[config.mk]
export PLATFORM = sky130hd
export DESIGN_NAME = layer2_weight_buffer
export DESIGN_NICKNAME = d
export VERILOG_FILES = /design/src/rtl/layer2_weight_buffer.sv
export SDC_FILE = /design/constraint.sdc
export NUM_CORES = 1
export LEC_CHECK = 0
export ABC_AREA = 1
export BUFFER_PORTS_ARGS = -buffer_cell sky130_fd_sc_hd__buf_2
export CAP_MARGIN = 10
export CORE_ASPECT_RATIO = 0.75
export CORE_MARGIN = 5
export CORE_UTILIZATION = 40
export DETAILED_ROUTE_END_ITERATION = 7
export GPL_TIMING_DRIVEN = 1
export SLEW_MARGIN = 20
export SYNTH_ARGS = -nofsm -noshare
export SYNTH_HDL_FRONTEND = slang
export SYNTH_SLANG_ARGS = --single-unit
[constraint.sdc]
create_clock -name clk -period 2.5 [get_ports clk]
set_input_delay 0.375 -clock clk [delete_from_list [all_inputs] [get_ports clk]]
set_output_delay 0.375 -clock clk [all_outputs]
set_load 0.005 [all_outputs]
[src/rtl/layer2_weight_buffer.sv]
`default_nettype none
// ============================================================================
// Module  : layer2_weight_buffer
// Brief   : Register-based weight table for the layer-2 RELU nodes; streamed
//           load with abort/restart, one-row-per-cycle read port.
// Revision: 1.0 - initial release
// ============================================================================
module layer2_weight_buffer #(
    parameter  int NODES   = 10,
    parameter  int WEIGHTS = 10,
    parameter  int WIDTH   = 8,
    localparam int IDXW    = (NODES > 1) ? $clog2(NODES) : 1
) (
    input  logic                     clk,
    input  logic                     reset,
    input  logic                     load_start,
    input  logic                     load_valid,
    input  logic [WIDTH-1:0]         load_data,
    output logic                     load_ready,
    output logic                     load_done,
    output logic                     loaded,
    input  logic                     rd_en,
    input  logic [IDXW-1:0]          rd_node,
    output logic [WEIGHTS*WIDTH-1:0] rd_data,
    output logic                     rd_valid,
    output logic                     rd_error
);

    localparam int                c_WCNTW  = (WEIGHTS > 1) ? $clog2(WEIGHTS) : 1;
    localparam logic [c_WCNTW-1:0] c_WLAST = c_WCNTW'(WEIGHTS - 1);
    localparam logic [IDXW-1:0]    c_NLAST = IDXW'(NODES - 1);
    localparam logic [IDXW:0]      c_NODES = (IDXW + 1)'(NODES);

    localparam logic [0:0] S_IDLE = 1'b0;
    localparam logic [0:0] S_LOAD = 1'b1;

    logic [0:0]               r_state;
    logic [0:0]               w_stateNext;
    logic [c_WCNTW-1:0]       r_weightCnt;
    logic [IDXW-1:0]          r_nodeCnt;
    logic                     r_loaded;
    logic                     r_loadDone;
    logic                     r_rdValid;
    logic                     r_rdError;
    logic [WEIGHTS*WIDTH-1:0] r_rdData;
    logic [WIDTH-1:0]         r_mem [NODES][WEIGHTS];

    logic                     w_accept;
    logic                     w_lastWeight;
    logic                     w_rdAccept;
    logic [WEIGHTS*WIDTH-1:0] w_rdRow;

    // A restart request wins over a weight presented in the same cycle.
    assign w_accept     = (r_state == S_LOAD) & load_valid & load_ready & ~load_start;
    assign w_lastWeight = (r_weightCnt == c_WLAST) & (r_nodeCnt == c_NLAST);
    assign w_rdAccept   = rd_en & r_loaded & ({1'b0, rd_node} < c_NODES);

    // ---------------- FSM: state register ----------------
    always_ff @(posedge clk) begin
        if (reset) begin
            r_state <= S_IDLE;
        end else begin
            r_state <= w_stateNext;
        end
    end

    // ---------------- FSM: next state ----------------
    always_comb begin
        w_stateNext = r_state;
        case (r_state)
            S_IDLE: begin
                if (load_start) begin
                    w_stateNext = S_LOAD;
                end
            end
            S_LOAD: begin
                if (w_accept && w_lastWeight) begin
                    w_stateNext = S_IDLE;
                end
            end
            default: w_stateNext = S_IDLE;
        endcase
    end

    // ---------------- FSM: outputs ----------------
    always_comb begin
        load_ready = (r_state == S_LOAD);
    end

    // ---------------- Load counters and status ----------------
    always_ff @(posedge clk) begin
        if (reset) begin
            r_weightCnt <= '0;
            r_nodeCnt   <= '0;
            r_loaded    <= 1'b0;
            r_loadDone  <= 1'b0;
        end else begin
            r_loadDone <= 1'b0;
            if (load_start) begin
                r_weightCnt <= '0;
                r_nodeCnt   <= '0;
                r_loaded    <= 1'b0;
            end else if (w_accept) begin
                if (r_weightCnt == c_WLAST) begin
                    r_weightCnt <= '0;
                    if (r_nodeCnt == c_NLAST) begin
                        r_nodeCnt  <= '0;
                        r_loaded   <= 1'b1;
                        r_loadDone <= 1'b1;
                    end else begin
                        r_nodeCnt <= r_nodeCnt + 1'b1;
                    end
                end else begin
                    r_weightCnt <= r_weightCnt + 1'b1;
                end
            end
        end
    end

    // Storage keeps its contents across reset; only writes are blocked.
    always_ff @(posedge clk) begin
        if (!reset && w_accept) begin
            r_mem[r_nodeCnt][r_weightCnt] <= load_data;
        end
    end

    // ---------------- Read path ----------------
    always_comb begin
        w_rdRow = '0;
        for (int i = 0; i < NODES; i++) begin
            if (rd_node == IDXW'(i)) begin
                for (int j = 0; j < WEIGHTS; j++) begin
                    w_rdRow[j*WIDTH +: WIDTH] = r_mem[i][j];
                end
            end
        end
    end

    always_ff @(posedge clk) begin
        if (reset) begin
            r_rdData  <= '0;
            r_rdValid <= 1'b0;
            r_rdError <= 1'b0;
        end else begin
            r_rdValid <= w_rdAccept;
            r_rdError <= rd_en & ~w_rdAccept;
            if (w_rdAccept) begin
                r_rdData <= w_rdRow;
            end
        end
    end

    assign load_done = r_loadDone;
    assign loaded    = r_loaded;
    assign rd_data   = r_rdData;
    assign rd_valid  = r_rdValid;
    assign rd_error  = r_rdError;

endmodule
`default_nettype wire

# Yosys cells after proc, flatten, opt, wreduce, memory -nomap -nowiden
# Memory sizes are Yosys's and may differ from the RTL's.
# Cells that the tools add are included.
[word_totals] ram_bits=800 inputBits=17 out_inout_bits=85 memories=1 regBits=93
[memory_table] memory="r_mem" words=10 width=80 rd=10 rd_clocked_by_memory_dff=0 wr=1 line_no="46" rtl="logic [WIDTH-1:0] r_mem [NODES][WEIGHTS];"
[classes] bitwise=13 muxes=20 eq_ne=11 add_sub_neg=2 n_reduce_logical=9 order_cmp=3
[ops] cell="80-bit 2-to-1 mux" n=11
[ops] cell="8-bit demux with 4-bit select" n=1
[ops] cell="4-bit by 3-bit equality test with 1-bit output, second input constant" n=4
[ops] cell="4-bit equality test, second input constant" n=4
[ops] cell="4-bit by 1-bit adder with 4-bit output, second input constant" n=2
[ops] cell="4-bit by 2-bit equality test with 1-bit output, second input constant" n=2
[ops] cell="4-bit 2-to-1 mux" n=2
[ops] cell="8-bit 2-to-1 mux" n=1
[ops] cell="1-bit bitwise AND" n=7
[ops] cell="5-bit >= comparator, second input constant" n=1
[ops] cell="5-bit by 1-bit < comparator with 1-bit output, second input constant" n=1
[ops] cell="1-bit inverter" n=5
[ops] cell="4-bit inverter with 5-bit output" n=1
[ops] cell="4-bit by 1-bit equality test with 1-bit output, second input constant" n=1
[ops] cell="4-bit zero test" n=1
[ops] cell="4-bit < comparator, second input constant" n=1
[ops] cell="1-bit 2-to-1 mux" n=4
[ops] cell="4-bit OR reduction" n=1
[ops] cell="1-bit logical AND" n=3
[ops] cell="3-bit AND reduction" n=1
[ops] cell="1-bit one-hot mux with 2 select lines" n=1
[ops] cell="2-bit AND reduction" n=1
[ops] cell="2-bit OR reduction" n=1
[ops] cell="1-bit zero test" n=1

# Logic depth before layout (Yosys ltp)
[depth] ltp_word=11 ltp_mapped=13 mapped_depth_nobuf=11

# Worst setup path after synthesis
# No wires, ideal clock.
[synth_path] path_type="input to register" startpoint="in load_start" endpoint="mem r_mem[0][10] (netlist bit), enable pin" setup_slack_ns=0.468 arrival_ns=1.662 required_time_ns=2.130 cell_stages=5 path_buffers=0 cell_sequence="nor2_1 > inv_1 > nor4_1 > nand2_1 > nor2_1"
[synth_between] elab_chain_len=5
[synth_lines] item="start, declared" line_no="16" rtl="input logic load_start,"
[synth_lines] item="1-bit inverter" line_no="54" rtl="assign w_accept = (r_state == S_LOAD) & load_valid & load_ready & ~load_start;"
[synth_lines] item="1-bit bitwise AND" line_no="54"
[synth_lines] item="1-bit logical AND" line_no="122" rtl="if (!reset && w_accept) begin"
[synth_lines] item="1-bit 2-to-1 mux" line_no="122"
[synth_lines] item="80-bit 2-to-1 mux (not written as such)" line_no="123" rtl="r_mem[r_nodeCnt][r_weightCnt] <= load_data;"
[synth_lines] item="end, declared" line_no="46"
# No other way between the ends.

# Worst setup path after layout
[layout_path] startpoint="reg r_state, in the netlist load_ready" endpoint="mem r_mem[2][54] (netlist bit), enable pin"
[layout_between] elab_chain_len=6
[layout_lines] item="start, declared" line_no="37" rtl="logic [0:0] r_state;"
[layout_lines] item="start signal, assigned" line_no="63" rtl="r_state <= w_stateNext;"
[layout_lines] item="1-bit bitwise AND" line_no="54"
[layout_lines] item="1-bit bitwise AND * (2 in a row)" line_no="54"
[layout_lines] item="1-bit logical AND *" line_no="122"
[layout_lines] item="1-bit 2-to-1 mux *" line_no="122"
[layout_lines] item="80-bit 2-to-1 mux (not written as such) *" line_no="123"
# Mark *: on every way between the ends. The rest lies on a longest branch, timed or not.

==> qor.yml <==
power_and_ir_drop:
  p_int_uw: 23600
  p_seq_share_pct: 54.5
  vdd_ir_drop_max_v: 0.000645
  p_per_area_nw_per_um2: 740
  netSwitchingPower_uw: 6190
  pwr-share-clk_pct: 42.0
  power_leakage_uw: 0.0146
  comb_power_share_pct: 3.5
  swShare_pct: 20.8
  total_power_uw: 29800
layout:
  nets: 3162
  final_util_pct: 47.8
  diodes: 0
  syn_to_final_growth_pct: 18.0
  drive_above_1_share_pct: 14.7
  n_fill_cell: 7473
  postLayoutCellArea_sq_um: 40300
clock_network:
  post_cts_buffers: 0
  ctsRootBufferMaster: "clkbuf_16"
  cts.sinks: 893
  cts_tree: "built"
  cts_buffers: 80
  path_clk_slew_ns: 0.06
  cts_resized: 0
  htreeDepth: 3
  insertion_delay_ns: 0.64
  cts.path.max_buffers: 3
status:
  status: "finished clean"
synthesis:
  synth_top_family_by_area: "simple AND/OR/NAND/NOR gates"
  syn_area_sq_um: 34100
  synth.largest_area_cell: "edfxtp_1"
  post_synth.cell_area_avg_sq_um: 11.9
  ys_seq_area_share_pct: 75.9
  ys_warn_count: 0
  ys_types: 26
  muxShareOfSynthArea_pct: 0
  synth_area_leaders: "edfxtp_1 (70%), nand2_1 (8.1%), dfxtp_1 (5.5%), nor2_1 (5.4%), a21oi_1 (2.6%)"
  synth_fa_ha_area_share_pct: 0
  synth-compound-area-share_pct: 2.83
  synth_seq_cells: 893
  synth_xor_area_share_pct: 0.0257
  netlist_instances: 2870
  synthesis.nets: 2887
  synthSimpleGateAreaFrac_pct: 17.7
  synth_top_area_share_pct: 70.4
floorplanning:
  die-area_sq_um: 91300
  start_util_pct: 40.5
  io_pins: 102
  rows: 92
  dieWidth_um: 347
  fp.dieH_um: 263
  core_sq_um: 84300
detailed_routing:
  vias: 21900
  drtPass1Iterations: 5
  route.detailed.drc: 0
  wl_um: 90400
  drt.antenna.violating_nets: 0
  wl_per_cell_um: 20.8
  viasPerCell: 5.04
  drt_iter0_drc: 2037
critical_path:
  slowest_stage: "dfxtp_1"
  endpoint_kind: "register"
  cp.arrival_ns: 2.50
  cp-start-kind: "register"
  crit_required_ns: 2.84
  r2r-start: "load_ready$_SDFF_PP0_"
  path_cells: "nand2_1 -> nor2_1 -> inv_1 -> nor3_1 -> nand3_1 -> buf_4 -> nor2_1 -> buf_4"
  slowest_delay_ns: 0.34
  crit_path_max_fanout: 10
  crit_start: "load_ready$_SDFF_PP0_"
  crit_type: "reg2reg"
placement:
  dpl.hpwl_um: 56300
  placed_area_sq_um: 37600
  gp_congestion: 0.814
  numPortBuffers: 101
timing:
  setup_tns_ns: 0
  fmax_ghz: 0.461
  period_share_pct: 86.7
  fin_crit_ns: 2.17
  relSlewSlack_pct: 50.3
  rsz0062_at_grt: "false"
  final_hold_viol_count: 0
  drv_slew: 0
  worst_pin_slew_ns: 0.745
  skew_ns: 0.0222
  finalSetupViolCount: 0
global_route:
  grt_max_degree: 77
  gr-total-overflow: 0
  grt_pass1_vias: 21300
  grt_usage_pct: 19.4
  antenna_found_initial: 2
  grt_pass1_wl_um: 135000
run:
  cap_violations: 0
hold_path:
  min_path_type: "in2reg"
  worstHoldStart: "load_start"
[per-layer routing]
metal  track usage, %  vias to the layer above  wire [um]  part of all wire (%)
met5                0                        -          8                0.0088
met2             31.4                      725      42400                    47
met4             5.30                        2       2370                   2.6
li1                 -                    10400          -                     -
met3             3.43                      134       6400                   7.1
met1             27.2                    10700      39300                    43
[registers in the layout, summed over array words and instances, names as in the netlist]
register     count
rd_data         80
r_nodeCnt        4
r_weightCnt      4
load_done        1
r_mem          800
load_ready       1
rd_error         1
loaded           1
rd_valid         1
[worst paths after layout]
kind | to | slack, ns | depth (start not counted)
hold reg to reg | rd_data[61]$_SDFFE_PP0P_ | 0.46 | 2
hold / removal | load_ready$_SDFF_PP0_ | 0.05 | 3
setup reg to reg | r_mem[2][54]$_DFFE_PP_ | 0.33 | 8
setup / recovery | r_mem[2][54]$_DFFE_PP_ | 0.33 | 8
[cell usage in the layout (no fill, tap or decap), drive strengths merged]
cell type and n:
edfxtp 800, nor3b 1, o31ai 1, nand2 734, nor4 1, or2 2, nand4 127, clkbuf 109
bufinv 6, dlygate4sd3 1, a21oi 175, clkinv 31, dfxtp 93, nand3 106, o211ai 1, nor2 500
o21ai 15, xor2 1, nor3 5, buf 313, inv 189
[cell type report]
type / count / area [sq um] / share of cell area [%]
flip-flops and latches: 893 / 25900 / 64.3
multi-input cells: 1669 / 7070 / 17.6
repair buffers: 314 / 2540 / 6.31
clock buffers: 109 / 2320 / 5.76
well taps: 1128 / 1410 / 3.51
inverters: 187 / 702 / 1.74
clock inverters: 39 / 339 / 0.842
[what timing repair did]
item	CTS	global route
endpoints found under the hold margin	1	0
endpoints found under the setup margin	0	0
hold buffers	1	0
[Yosys cell counts]
cell and number:
nand3_1 106, o21ai_0 15, edfxtp_1 800, dfxtp_1 93, buf_4 2, xor2_1 1
buf_2 41, or2_2 1, o211ai_1 1, clkbuf_1 71, a21oi_1 175, nor3b_1 1
nor2_2 5, nor3_1 5, inv_2 27, nand2_2 1, o31ai_1 1, nor2_1 494
inv_1 160, nor4_1 1, nor2_4 1, or2_0 1, nand2_1 733, nand4_1 127
buf_1 6, buf_6 1
[power groups by stage]
stage | clock (uW) | combinational, uW | sequential (uW)
CTS | 12700 | 1070 | 16200
global route | 13400 | 1130 | 16200
floorplan | 0 | 411 | 16600
finish | 12500 | 1050 | 16200
detailed placement | 0 | 1060 | 16600
global placement | 0 | 1060 | 16600
[cell families after synthesis]
logic type      after synthesis
buf+inv                     308
compound gates              192
flops                       893
simple gates               1476
xor+xnor                      1
[worst max-delay path: cells and delay by family, from the launching register on]
| family | cells | cell delay [ns] |
|---|---|---|
| buffers and inverters | 3 | 0.56 |
| flip-flops | 1 | 0.34 |
| AND/OR/NAND/NOR | 5 | 0.98 |
[per-stage QoR]
step	std cells	worst slack (ns)	hold WS, ns
final	4339	0.332	0.0475
after global routing	4339	0.186	0.101
after CTS	4339	0.339	0.0122
after detailed placement	4190	0.188	0.452
after global placement	4190	0.209	0.449
after floorplan	2870	0.468	0.462
Power figures use the tool's default switching activity.
